$ cat src/rtl/mau_pkg.sv
// Shared definitions for the memory access unit: funct3 access codes,
// FSM state encoding, byte-enable patterns and small decode helpers.
package mau_pkg;

  // Load access codes (funct3)
  localparam logic [2:0] F3_LB  = 3'b000;
  localparam logic [2:0] F3_LH  = 3'b001;
  localparam logic [2:0] F3_LW  = 3'b010;
  localparam logic [2:0] F3_LBU = 3'b100;
  localparam logic [2:0] F3_LHU = 3'b101;

  // Store access codes (funct3)
  localparam logic [2:0] F3_SB  = 3'b000;
  localparam logic [2:0] F3_SH  = 3'b001;
  localparam logic [2:0] F3_SW  = 3'b010;

  // Byte-enable patterns
  localparam logic [3:0] WSTRB_NONE    = 4'b0000;
  localparam logic [3:0] WSTRB_BYTE0   = 4'b0001;
  localparam logic [3:0] WSTRB_HALF_LO = 4'b0011;
  localparam logic [3:0] WSTRB_HALF_HI = 4'b1100;
  localparam logic [3:0] WSTRB_WORD    = 4'b1111;

  typedef enum logic [1:0] {
    S_IDLE = 2'd0,
    S_REQ  = 2'd1,
    S_WAIT = 2'd2,
    S_DONE = 2'd3
  } mau_state_t;

  // Unknown funct3 codes are rejected the same way as misaligned accesses.
  function automatic logic is_misaligned(input logic [2:0] f3, input logic [1:0] off);
    logic bad;
    case (f3)
      F3_LB, F3_LBU: bad = 1'b0;
      F3_LH, F3_LHU: bad = off[0];
      F3_LW:         bad = |off;
      default:       bad = 1'b1;
    endcase
    return bad;
  endfunction

  // Byte enables for a store of the size encoded in f3[1:0].
  function automatic logic [3:0] store_wstrb(input logic [2:0] f3, input logic [1:0] off);
    logic [3:0] strb;
    case (f3[1:0])
      F3_SB[1:0]: strb = WSTRB_BYTE0 << off;
      F3_SH[1:0]: strb = off[1] ? WSTRB_HALF_HI : WSTRB_HALF_LO;
      default:    strb = WSTRB_WORD;
    endcase
    return strb;
  endfunction

  // Store data replicated into every lane so the strobes alone pick the target bytes.
  function automatic logic [31:0] store_wdata(input logic [2:0] f3, input logic [31:0] d);
    logic [31:0] wd;
    case (f3[1:0])
      F3_SB[1:0]: wd = {4{d[7:0]}};
      F3_SH[1:0]: wd = {2{d[15:0]}};
      default:    wd = d;
    endcase
    return wd;
  endfunction

endpackage

$ cat src/rtl/mau_load_align.sv
// Load lane selection and sign/zero extension of a returned bus word.
module mau_load_align
  import mau_pkg::*;
(
  input  logic [31:0] i_rdata,
  input  logic [1:0]  i_offset,
  input  logic [2:0]  i_funct3,
  output logic [31:0] o_result
);

  logic [7:0]  w_byte;
  logic [15:0] w_half;

  // Pick the addressed byte/halfword, then extend it according to the access type
  always_comb begin
    w_byte   = 8'h00;
    w_half   = i_offset[1] ? i_rdata[31:16] : i_rdata[15:0];
    o_result = i_rdata;
    case (i_offset)
      2'd0:    w_byte = i_rdata[7:0];
      2'd1:    w_byte = i_rdata[15:8];
      2'd2:    w_byte = i_rdata[23:16];
      default: w_byte = i_rdata[31:24];
    endcase
    case (i_funct3)
      F3_LB:   o_result = {{24{w_byte[7]}}, w_byte};
      F3_LBU:  o_result = {24'h000000, w_byte};
      F3_LH:   o_result = {{16{w_half[15]}}, w_half};
      F3_LHU:  o_result = {16'h0000, w_half};
      default: o_result = i_rdata;
    endcase
  end

endmodule

$ cat src/rtl/mem_access_unit.sv
// Load/store responder: one data-bus transaction per LOAD/STORE, pipeline
// stall while outstanding, misalignment and timeout reporting.
module mem_access_unit
  import mau_pkg::*;
#(
  parameter int TIMEOUT_CYCLES = 16
) (
  input  logic        clk,
  input  logic        reset,
  input  logic        riscv_LOAD,
  input  logic        riscv_STORE,
  input  logic [2:0]  funct3,
  input  logic [31:0] addr_toMAU,
  input  logic [31:0] data_toMAU,
  output logic [31:0] data_fromMAU,
  output logic        mau_stall,
  output logic        mau_misalign,
  output logic        mau_buserr,
  output logic        bus_req,
  output logic        bus_we,
  output logic [31:0] bus_addr,
  output logic [31:0] bus_wdata,
  output logic [3:0]  bus_wstrb,
  input  logic        bus_gnt,
  input  logic        bus_rvalid,
  input  logic [31:0] bus_rdata
);

  // Counter only needs to reach TIMEOUT_CYCLES-1 before the abort fires.
  localparam int         CW       = (TIMEOUT_CYCLES > 1) ? $clog2(TIMEOUT_CYCLES) : 1;
  localparam bit         TO_EN    = (TIMEOUT_CYCLES > 0);
  localparam logic [CW-1:0] CNT_LAST = TO_EN ? CW'(TIMEOUT_CYCLES - 1) : '0;

  mau_state_t    r_state;
  mau_state_t    w_state_next;
  logic [CW-1:0] r_cnt;

  logic [31:0] r_data;
  logic        r_misalign;
  logic        r_buserr;
  logic        r_bus_we;
  logic [31:0] r_bus_addr;
  logic [31:0] r_bus_wdata;
  logic [3:0]  r_bus_wstrb;
  logic [2:0]  r_funct3;
  logic [1:0]  r_offset;

  logic        w_access;
  logic        w_misaligned;
  logic        w_start;
  logic        w_timeout;
  logic        w_stall;
  logic        w_abort;
  logic [31:0] w_load_result;

  assign w_access     = riscv_LOAD | riscv_STORE;
  assign w_misaligned = is_misaligned(funct3, addr_toMAU[1:0]);
  assign w_start      = (r_state == S_IDLE) && w_access && !w_misaligned;
  assign w_timeout    = TO_EN && (r_cnt == CNT_LAST);

  mau_load_align u_load_align (
    .i_rdata  (bus_rdata),
    .i_offset (r_offset),
    .i_funct3 (r_funct3),
    .o_result (w_load_result)
  );

  // State register
  always_ff @(posedge clk) begin
    if (reset) begin
      r_state <= S_IDLE;
    end else begin
      r_state <= w_state_next;
    end
  end

  // Next-state, stall and abort decode; grant/rvalid take priority over a timeout
  always_comb begin
    w_state_next = r_state;
    w_stall      = 1'b0;
    w_abort      = 1'b0;
    case (r_state)
      S_IDLE: begin
        if (w_access && !w_misaligned) begin
          w_state_next = S_REQ;
          w_stall      = 1'b1;
        end
      end
      S_REQ: begin
        w_stall = 1'b1;
        if (bus_gnt) begin
          w_state_next = r_bus_we ? S_DONE : S_WAIT;
        end else if (w_timeout) begin
          w_state_next = S_DONE;
          w_abort      = 1'b1;
        end
      end
      S_WAIT: begin
        w_stall = 1'b1;
        if (bus_rvalid) begin
          w_state_next = S_DONE;
        end else if (w_timeout) begin
          w_state_next = S_DONE;
          w_abort      = 1'b1;
        end
      end
      default: begin
        w_state_next = S_IDLE;
      end
    endcase
  end

  // Timeout counter: runs while in REQ/WAIT, restarts on every state change
  always_ff @(posedge clk) begin
    if (reset) begin
      r_cnt <= '0;
    end else if (w_state_next != r_state) begin
      r_cnt <= '0;
    end else if (r_state == S_REQ || r_state == S_WAIT) begin
      r_cnt <= r_cnt + 1'b1;
    end
  end

  // Request capture, load result register and status pulses
  always_ff @(posedge clk) begin
    if (reset) begin
      r_data      <= '0;
      r_misalign  <= 1'b0;
      r_buserr    <= 1'b0;
      r_bus_we    <= 1'b0;
      r_bus_addr  <= '0;
      r_bus_wdata <= '0;
      r_bus_wstrb <= '0;
      r_funct3    <= '0;
      r_offset    <= '0;
    end else begin
      r_misalign <= (r_state == S_IDLE) && w_access && w_misaligned;
      r_buserr   <= w_abort;
      if (w_start) begin
        r_bus_addr  <= {addr_toMAU[31:2], 2'b00};
        r_bus_we    <= riscv_STORE;
        r_bus_wstrb <= riscv_STORE ? store_wstrb(funct3, addr_toMAU[1:0]) : WSTRB_NONE;
        r_bus_wdata <= riscv_STORE ? store_wdata(funct3, data_toMAU) : 32'h0;
        r_funct3    <= funct3;
        r_offset    <= addr_toMAU[1:0];
      end
      if (r_state == S_WAIT && bus_rvalid) begin
        r_data <= w_load_result;
      end
    end
  end

  assign data_fromMAU = r_data;
  assign mau_stall    = w_stall;
  assign mau_misalign = r_misalign;
  assign mau_buserr   = r_buserr;
  assign bus_req      = (r_state == S_REQ);
  assign bus_we       = r_bus_we;
  assign bus_addr     = r_bus_addr;
  assign bus_wdata    = r_bus_wdata;
  assign bus_wstrb    = r_bus_wstrb;

endmodule

$ cat config.mk
export PLATFORM = sky130hd
export DESIGN_NAME = mem_access_unit
export DESIGN_NICKNAME = d
export VERILOG_FILES = /design/src/rtl/mau_pkg.sv /design/src/rtl/mau_load_align.sv /design/src/rtl/mem_access_unit.sv
export SDC_FILE = /design/constraint.sdc
export NUM_CORES = 1
export LEC_CHECK = 0
export ABC_AREA = 1
export CAP_MARGIN = 20
export CORE_MARGIN = 2
export CORE_UTILIZATION = 45
export DETAILED_ROUTE_END_ITERATION = 8
export PLACE_DENSITY = 0.83
export SYNTH_ARGS = -nofsm -noshare
export SYNTH_HDL_FRONTEND = slang
export SYNTH_SLANG_ARGS = --single-unit
export TNS_END_PERCENT = 30
$ cat constraint.sdc
create_clock -name clk -period 3 [get_ports clk]
set_clock_uncertainty 0.15 [all_clocks]
set_input_delay 0.6 -clock clk [delete_from_list [all_inputs] [get_ports clk]]
set_output_delay 0.6 -clock clk [all_outputs]
set_load 0.01 [all_outputs]
==> After elaboration in Yosys (flattened, before gate mapping) <==
Index checks and enable logic that the tools add are counted.
{ "word_totals": {"input_bits": 105, "output_inout_bits": 105, "register_bits": 112, "elab_cells": 66} }
{ "classes": {"muxes": 21, "n_eq_ne": 14, "n_reduce_logical": 17, "n_shift": 1, "bitwise": 1, "n_addsub": 1} }
{ "ops": {"columns": ["operator", "n"], "rows": [
  ["32-bit case mux with 4 select lines", 1],
  ["32-bit case mux with 2 select lines", 1],
  ["32-bit two-way mux", 1],
  ["8-bit case mux with 3 select lines", 1],
  ["16-bit two-way mux", 1],
  ["3-bit == test (second input constant)", 4],
  ["2-bit OR reduction", 5],
  ["2-bit two-way mux", 4],
  ["4-bit two-way mux", 2],
  ["4-bit case mux with 2 select lines", 1],
  ["2-bit by 1-bit == test with 1-bit output (second input constant)", 3],
  ["3-bit by 1-bit == test with 1-bit output (second input constant)", 2],
  ["2-bit zero test", 3],
  ["3-bit zero test", 2],
  ["2-bit case mux with 3 select lines", 1],
  ["1-bit logical AND", 5],
  ["1-bit two-way mux", 5],
  ["4-bit by 1-bit adder with 4-bit output (second input constant)", 1],
  ["2-bit == test (second input constant)", 2],
  ["4-bit == test (second input constant)", 1],
  ["1-bit case mux with 2 select lines", 2],
  ["1-bit by 2-bit left shift with 4-bit output (first input constant)", 1],
  ["3-bit by 2-bit == test with 1-bit output (second input constant)", 1],
  ["1-bit case mux with 3 select lines", 1],
  ["4 further kinds", 4]
]} }

==> Logic depth before layout (Yosys ltp) <==
{ "depth": {"depth_word": 9, "ltp_mapped": 12, "depth_no_buf": 11} }

==> Hierarchy <==
A second synthesis with hierarchy kept.
{ "unflattened": {"hier_cells": 767, "area_unflattened_um2": 5305.1} }
{ "by_module_without_submodules": {"columns": ["module", "seq_area_each_um2", "n_inst", "area_per_inst_um2", "cells_per_inst"], "rows": [
  ["mem_access_unit", 2242.2, 1, 4409.2, 575],
  ["mau_load_align", 0.0, 1, 895.9, 192]
]} }

==> Least setup slack after synthesis <==
No wires, ideal clock.
{ "synth_path": {"kind": "input to output", "startpoint": "input funct3[1]", "endpoint": "output mau_stall", "required_time_ps": 2250, "path_stages": 8, "arrival_ps": 1593, "n_path_buf": 3, "slack_ps": 657, "cell_sequence": "buf_4 > inv_4 > nand2_4 > nand2_2 > nand3_2 > buf_6 > buf_2 > a21oi_1"} }
{ "synth_between": {"elab_chain_cells": 7, "elab_cells_between_ends": 12, "classes_between": "eq/ne (4); mux (3); reduce/logical (5)"} }
{ "synth_rtl": {"columns": ["element", "line_no", "text"], "rows": [
  ["start, declared", "mem_access_unit.sv:12", "input logic [2:0] funct3,"],
  ["3-bit by 1-bit == test with 1-bit output, or another cell as far along", "mau_pkg.sv:34", "case (f3)"],
  ["2-bit OR reduction", "mau_pkg.sv:34", null],
  ["1-bit case mux with 3 select lines *", "mau_pkg.sv:34", null],
  ["1-bit zero test *", "mem_access_unit.sv:84", "if (w_access && !w_misaligned) begin"],
  ["1-bit logical AND *", "mem_access_unit.sv:84", null],
  ["1-bit two-way mux *", "mem_access_unit.sv:84", null],
  ["1-bit case mux with 2 select lines *", "mem_access_unit.sv:82", "case (r_state)"],
  ["end, declared", "mem_access_unit.sv:16", "output logic mau_stall,"]
]} }
Mark *: on every way between the ends. The rest lies on a longest branch, timed or not.

==> Worst setup path after layout <==
Ends and elaborated chain as after synthesis.

==> results.json <==
{
  "outcome": "finished, final reports clean",
  "ctsResizeCount": 0,
  "clkTransAtPathRegs_ps": 70,
  "end_kind": "output pin",
  "root_buffer": "clkbuf_16",
  "final-max-slew-violation-count": 0,
  "place_area_um2": 7360,
  "core-area_um2": 11400,
  "clock_latency_ps": 350,
  "synthesis.area_um2": 5250,
  "antenna_found_initial": 0,
  "cpPeakStageDelay_ps": 550,
  "worstPathMaxFanout": 4,
  "overflow": 0,
  "async_flop_share_pct": 0,
  "drc": 0,
  "drt_iter0_markers": 360,
  "cpMaxStageDelayCell": "clkdlybuf4s50_1",
  "worstPathRequired_ps": 2250,
  "synth_top_family_by_area": "compound AO/OA/AOI/OAI gates",
  "initial_core_util_pct": 46.0,
  "firstDrtPassIters": 4,
  "synthAdderAreaFrac_pct": 1.43,
  "area_delta_synth_final_pct": 45.7,
  "ys_warn_count": 0,
  "postRouteAntennaNets": 0,
  "postSynthAreaPerCell_um2": 7.35,
  "layout-drive-gt1-share_pct": 7.52,
  "ys.flop_type": "dfxtp_1",
  "worst-slew-pin-transition_ps": 837,
  "hold_start": "bus_addr[16]$_SDFFE_PP0P_",
  "grt_usage_pct": 24.9,
  "hold_violations": 0,
  "power_leakage_nw": 3.03,
  "fmax_mhz": 347,
  "fp.dieW_um": 112,
  "grt_max_degree": 110,
  "io_buffers": 207,
  "core.rowCount": 39,
  "gp_congestion": 0.887,
  "power_density_nw_per_um2": 531,
  "synthXorXnorAreaFrac_pct": 0.501,
  "synth.area.mux_share_pct": 0.191,
  "cts_tree": "built",
  "final_area_um2": 7640,
  "htreeDepth": 3,
  "cts_hold_buf": 0,
  "slew_headroom_pct": 44.1,
  "critPathLaunchType": "input port",
  "crit_start": "funct3[1]",
  "path_class": "in2out",
  "diodes": 0,
  "cp.buffers_inverters": 3,
  "synth_seq_area_share_pct": 42.7,
  "finalCritPeriodShare_pct": 95.9,
  "grt_pass1_wl_um": 25200,
  "cts_buffers": 9,
  "synth_edf_count": 0,
  "hp-class": "reg2reg",
  "r2r-start": "r_offset[1]$_SDFFE_PP0P_",
  "maxCapViolCount": 0,
  "synth-seq-cells": 112,
  "fin_tns_setup_ps": 0,
  "die_h_um": 112,
  "vdd_drop_max_mv": 0.367,
  "finalPower_mw": 4.06,
  "holdWs_ps": 292,
  "path_common_cell": "clkdlybuf4s50_1",
  "worstPathCellList": "clkdlybuf4s50_1 -> inv_4 -> nand2_4 -> nand2_2 -> nand3_4 -> a21oi_1 -> clkdlybuf4s50_1",
  "io_pins": 210,
  "setup_viol": 0,
  "grt_pass1_vias": 5071,
  "wire_per_inst_um": 14.9,
  "critPathArrivalTime_ps": 2130,
  "wl_um": 15600,
  "cts.path.max_buffers": 2,
  "syn_inst": 714,
  "synthSimpleGateAreaFrac_pct": 21.3,
  "vias": 5319,
  "synth_compound_area_share_pct": 22.3,
  "rsz0062_at_grt": "false",
  "vias_per_cell": 5.08,
  "cts.sinks": 112,
  "num-nets-final": 1010,
  "cts_setup_buffers": 0,
  "finalCriticalPeriod_ps": 2880,
  "die-area_um2": 12500,
  "path_delay_family": "buffers and inverters",
  "yosysUniqueCellTypes": 39,
  "dp_hpwl_um": 11100
}
## cells in the final DEF, fill, tap and decap left out, types with 6 or more instances in the layout
cell and instances:
inv_1 75, ha_1 6, nand2_1 132, clkdlybuf4s50_1 205, o22a_1 7, a21oi_1 110, o211ai_1 23, or2_2 7
nand3_1 23, dfxtp_1 112, buf_4 12, nand3_2 13, o21ai_0 65, nor2_1 62, clkbuf_16 9
## worst reg2reg max path, cell delays in order, from the launching register on
cell and delay (ps):
dfxtp_1 550, clkinv_2 290, a21oi_1 720, nand3_1 230
o21ai_0 170, a21oi_1 90
## final timing paths
kind                            slack [ps]                            to  cells after the start
worst min register to register         290     bus_addr[16]$_SDFFE_PP0P_                      2
worst min-delay path                   290     bus_addr[16]$_SDFFE_PP0P_                      2
worst max-delay path                   120                     mau_stall                      7
worst max register to register         680  data_fromMAU[3]$_SDFFE_PP0P_                      5
## power by group
group	switching (mW)	total, mW	internal, mW
combinational	0.613	1.18	0.571
sequential	0.0835	1.71	1.63
clock	0.550	1.16	0.610
total	1.25	4.06	2.81
## final cells by class
| cell class | instances | area (um^2) |
|---|---|---|
| timing repair buffer | 222 | 2220 |
| clock buffer | 12 | 256 |
| fill | 985 | 3770 |
| multi-input combinational | 475 | 2420 |
| clock inverter | 4 | 26.3 |
| tap | 143 | 179 |
| sequential | 112 | 2240 |
| inverter | 79 | 302 |
## cell families (layout without fill, tap and decap cells)
group | count (synthesis) | in the layout
multiplexers | 1 | 1
buffers and inverters | 128 | 317
AND/OR/NAND/NOR | 251 | 251
adder cells (fa/ha/maj) | 6 | 6
XOR/XNOR | 3 | 3
other | 1 | 2
AO/OA/AOI/OAI | 212 | 212
flip-flops | 112 | 112
## registers in the layout, indices dropped and copies added (netlist names)
register / cells
bus_wstrb: 4
r_cnt: 4
mau_misalign: 1
r_offset: 2
r_state: 2
r_funct3: 3
data_fromMAU: 32
bus_wdata: 32
mau_buserr: 1
bus_addr: 30
bus_we: 1
## per-stage QoR
step	cells	util, %	setup slack [ps]
after global placement	1031	64.4	65.1
after global routing	1047	66.9	6.14
final	1047	66.9	122
after floorplan	715	-	657
after detailed placement	1031	64.4	72.0
after CTS	1047	66.9	51.9
## cell usage after synthesis, types with 5 or more instances
| cell type | number | share of area [%] |
|---|---|---|
| nand2_1 | 132 | 9.4 |
| dfxtp_1 | 112 | 43 |
| a21oi_1 | 110 | 10 |
| inv_1 | 75 | 5.4 |
| o21ai_0 | 65 | 6.2 |
| nor2_1 | 62 | 4.4 |
| clkbuf_1 | 23 | 1.6 |
| nand3_1 | 23 | 2.2 |
| o211ai_1 | 23 | 3.3 |
| nand3_2 | 14 | 2.7 |
| buf_6 | 11 | 2.4 |
| buf_2 | 9 | 0.86 |
| o22a_1 | 7 | 1.2 |
| or2_2 | 7 | 0.83 |
| ha_1 | 6 | 1.4 |
| buf_4 | 5 | 0.72 |
## metal layers
metal,vias to the layer above,global-route usage [%],part of all wire [%]
met4,0,12.6,3.8
met5,-,0,0
met2,207,39.4,46
li1,2699,-,-
met3,40,4.46,6.8
met1,2373,32.8,43
Note: power is estimated with default switching activity, not from simulation.
==> patch 1: new RTL, config.mk and constraints unchanged <==
The 4 states of `mau_state_t` get a Gray code encoding in 2 bits.
--- a/src/rtl/mau_pkg.sv
+++ b/src/rtl/mau_pkg.sv
@@ -22,10 +22,10 @@
   localparam logic [3:0] WSTRB_WORD    = 4'b1111;
 
   typedef enum logic [1:0] {
-    S_IDLE = 2'd0,
-    S_REQ  = 2'd1,
-    S_WAIT = 2'd2,
-    S_DONE = 2'd3
+    S_IDLE = 2'b00,
+    S_REQ  = 2'b01,
+    S_WAIT = 2'b11,
+    S_DONE = 2'b10
   } mau_state_t;
 
   // Unknown funct3 codes are rejected the same way as misaligned accesses.
Behaviour: no difference found for any inputs over 4 cycles, from zero or initial values and one cycle with reset high; so few cycles prove little.
==> patch 1 against the unedited design <==
Area after synthesis down 2.5%; critical endpoint unchanged; worst hold slack better by 2.4 ps; wire length down 1.5%; critical path depth unchanged; largest power group unchanged; critical path type unchanged; total power down 15%; sequential cell count unchanged; design area down 1.8%; setup slack worse by 36 ps; via count up 0.58%.
==> patch 1: results <==
synthesis:
  yosysSeqAreaShare_pct: 43.82
  synthTopCellsByCount: "nand2_1 (170), dfxtp_1 (112), inv_1 (74), a21oi_1 (70), o21ai_0 (52)"
  synthTopCellsByArea: "dfxtp_1 (44%), nand2_1 (12%), a21oi_1 (6.8%), inv_1 (5.4%), o21ai_0 (5.1%)"
  yosysWarnings: 0
  synth_area_per_cell_sq_um: 7.288
  synth.distinct_cells: 36
clock_tree:
  postCtsSetupRepairBufs: 0
  clk_latency_ps: 340
worst_setup_path:
  r2r_cells: 7
  reg2reg_from: "r_state[0]"
  crit_path_max_fanout: 2
  rr_endpoint: "data_fromMAU[19]"
  crit_end: "mau_stall"
  rrSetupSlack_ps: 960
  cpPeakStageDelay_ps: 550
  arrival_ps: 2160
  crit_path_start: "funct3[2]"
worst_hold_path:
  hold_class: "reg2reg"
  worstHoldStart: "bus_addr[3]"
detailed_routing:
  viasPerCell: 5.174
  drtPass1Iterations: 5
  drt_iter0_markers: 370
  totalWireLength_um: 15370
grt:
  grt_pass1_vias: 5059
  grt_pass1_wl_um: 24900
  grt_use_total_pct: 24.70
  grt_antenna_before_repair: 0
run_status:
  status: "finished clean"
placed_design:
  place_hpwl_um: 11060
  place_area_sq_um: 7227
  gp_routability_congestion: 0.8613
sta:
  tightest_slew_ps: 498.6
pwr:
  irDropWorstVdd_mv: 0.3605
  p_switching_w: 0.0009473
  leakagePower_nw: 3.006
final_layout:
  drive_above_1_share_pct: 7.383
  num_antenna_cells: 0
  stdcell_count: 1034
## patch 1: changes by cell type after synthesis, sizes merged, moves of 5 or more
cell    change
nor3        +6
or2         -5
ha          -5
nand2      +37
nor2       -20
clkbuf      -5
a21oi      -21
o22a        -7
o21ai       -7
## patch 1: layout make-up
| cell class | count | area (sq um) |
|---|---|---|
| clock buffers | 10 | 239.0 |
| flip-flops and latches | 112 | 2242 |
| well taps | 140 | 175.2 |
| fillers | 949 | 3477 |
| multi-input cells | 465 | 2301 |
| inverters | 81 | 306.5 |
| repair buffers | 221 | 2202 |
| clock inverters | 5 | 40.04 |
## patch 1: cell families (layout without fill, tap and decap cells)
| logic type | Yosys count | in the layout | share of synthesized area, % |
|---|---|---|---|
| other | 1 | 2 | 0.07330 |
| xor gates and xnor gates | 3 | 3 | 0.5137 |
| DFF | 112 | 112 | 43.82 |
| AOI/OAI and AO/OA | 185 | 185 | 21.30 |
| and+or+nand+nor | 273 | 273 | 22.43 |
| adders and majority gates | 1 | 1 | 0.2445 |
| muxes | 1 | 1 | 0.1957 |
| buffers and inverters | 126 | 317 | 11.42 |
## patch 1: power groups by stage
stage	Combinational [W]	Sequential (W)	Clock, W
6_report	0.000695	0.00160	0.00114
5_1_grt	0.000757	0.00161	0.00123
4_1_cts	0.000695	0.00160	0.00116
3_5_place_dp	0.000690	0.00164	0
3_3_place_gp	0.000687	0.00163	0
2_1_floorplan	0.000332	0.00165	0
## patch 1: per-stage QoR
stage | worst slack [ps] | hold slack, ps
CTS | 74.16 | 297.4
floorplan | 811.2 | 317.7
detailed placement | 82.60 | 285.6
global placement | 60.54 | 281.0
global route | 17.43 | 313.8
finish | 86.37 | 294.2
## patch 1: worst reg2reg max path: stages, from the launching register on
cell,delay (ps)
dfxtp_1,570
nand2_1,190
nor2_4,130
inv_2,130
a21oi_4,420
nand3_1,160
o211ai_1,120
inv_1,60
## patch 1: layer usage
layer / up-vias / wire length, um / GRT usage [%]
met5: - / 0 / 0
met4: 0 / 354 / 9.333
met3: 28 / 1308 / 6.915
met2: 237 / 7235 / 40.94
met1: 2429 / 6475 / 30.53
li1: 2656 / - / -
## patch 1: how the worst min path moves through the flow
stage / to / slack (ps) / cells past startpoint
2_1_floorplan: bus_addr[10] / 320 / 2
3_3_place_gp: bus_addr[3] / 280 / 2
3_5_place_dp: bus_addr[3] / 290 / 2
4_1_cts: bus_addr[3] / 300 / 2
5_1_grt: bus_addr[20] / 310 / 2
6_report: bus_addr[3] / 290 / 2
==> patch 2: new RTL, same settings <==
Without the edit above. Set the parameter `TIMEOUT_CYCLES` to 32 (it was 16).
--- a/src/rtl/mem_access_unit.sv
+++ b/src/rtl/mem_access_unit.sv
@@ -3,7 +3,7 @@
 module mem_access_unit
   import mau_pkg::*;
 #(
-  parameter int TIMEOUT_CYCLES = 16
+  parameter int TIMEOUT_CYCLES = 32
 ) (
   input  logic        clk,
   input  logic        reset,
Check against the original RTL: no difference found for any inputs over 4 cycles, from zero or initial values and one cycle with reset high; that may be too few to reach the edited logic, so the function may still have changed.
==> patch 2 against the unedited design <==
Via count up 2.7%; setup slack lost 18 ps; clock power rose by 69%; sequential cell count increased by 1; die area is 1.8% lower; count of clock-buffer cells in the layout rose by 5; wire length fell by 2.4%; area after synthesis is 1.8% lower; combinational power up 68%; total power rose by 43%; final cell count grew 3.5%; design area is 3.3% higher; critical path depth grew 1; critical endpoint unchanged; largest power group is now combinational cells.
==> patch 2: results <==
run_status:
  status: "finished clean"
worst_setup_path:
  r2r_cells: 9
  arrival_ps: 2150
  crit_path_max_fanout: 6
  cpPeakStageDelay_ps: 530
  reg2reg_from: "r_state[0]"
  rr_endpoint: "bus_wdata[1]"
final_layout:
  finalNetCount: 1040
  drive_above_1_share_pct: 7.226
placed_design:
  gp_routability_congestion: 0.8423
synthesis:
  synth.distinct_cells: 36
  yosysSeqAreaShare_pct: 43.92
  synthTopCellsByArea: "dfxtp_1 (44%), nand2_1 (14%), a21oi_1 (8.6%), o21ai_0 (7.1%), nor2_1 (4.8%)"
detailed_routing:
  route.vias.total: 5461
  drtPass1Iterations: 7
  drt_iter0_markers: 452
  wl_per_cell_um: 14.07
sta:
  relSlewSlack_pct: 58.95
worst_hold_path:
  worstHoldStart: "bus_addr[14]"
  worstHoldEndpoint: "bus_addr[14]"
grt:
  grt_use_total_pct: 24.56
  grt_max_degree: 63
  grt_pass1_wl_um: 24620
pwr:
  leakagePower_nw: 3.187
clock_tree:
  clk_latency_ps: 410
  cts_buffers: 17
-- patch 2: changes by cell type after synthesis, moves of 5 or more --
cell | before | now
nand3_1 | 23 | 15
inv_2 | 1 | 6
a21oi_1 | 110 | 89
inv_1 | 75 | 62
buf_6 | 11 | 4
nand3_2 | 14 | 0
o21ai_0 | 65 | 73
nand2_1 | 132 | 192
-- patch 2: per-stage QoR --
stage / std cells / hold slack, ps / setup WS (ps)
final: 1084 / 309.7 / 103.9
after global routing: 1084 / 331.1 / 7.291
after CTS: 1084 / 313.4 / 49.95
after detailed placement: 1052 / 304.6 / 123.2
after global placement: 1052 / 301.3 / 142.4
after floorplan: 730 / 332.7 / 813.7
-- patch 2: logic make-up after synthesis --
group | count (synthesis) | synth area share, %
compound gates | 200 | 21.16
xor+xnor | 3 | 0.5102
fa+ha+maj | 7 | 1.700
buf+inv | 112 | 9.327
flops | 113 | 43.92
mux | 2 | 0.3886
other cells | 1 | 0.07280
simple gates | 291 | 22.93
-- patch 2: where the power goes --
group / switching, W / internal [W] / total (W) / leakage [nW]
clock network: 0.000795 / 0.00116 / 0.00196 / 0.279
logic: 0.00108 / 0.000893 / 0.00198 / 1.99
registers: 0.000144 / 0.00173 / 0.00188 / 0.919
-- patch 2: worst max path at each step --
stage	cells after the start	to	from
detailed placement	8	mau_stall	addr_toMAU[1]
global route	8	mau_stall	r_state[1]
global placement	7	mau_stall	riscv_STORE
floorplan	8	mau_stall	r_state[0]
CTS	8	mau_stall	r_state[0]
finish	8	mau_stall	r_state[1]
-- patch 2: what timing repair did --
action                                  CTS  global route
gates resized for setup                   0             2
endpoints found under the hold margin     0             0
endpoints found under the setup margin    0             1
-- patch 2: metal layers --
layer / up-vias / wire length, um / global-route usage (%)
li1: 2771 / - / -
met1: 2425 / 6580 / 30.61
met2: 226 / 7029 / 39.30
met3: 39 / 1217 / 7.545
met4: 0 / 419 / 10.75
met5: - / 0 / 0
-- patch 2: worst min-delay path: stages (launching register included) --
cell and delay [ps]:
dfxtp_1 300, nand2_1 60, a21oi_1 50
-- patch 2: final cells by class --
class                   count  area, sq um
well taps                 143        178.9
repair buffers            222         2207
clock inverters            15        151.4
inverters                  69        259.0
multi-input cells         505         2412
clock buffers              17        425.4
fillers                   942         3376
flip-flops and latches    113         2262
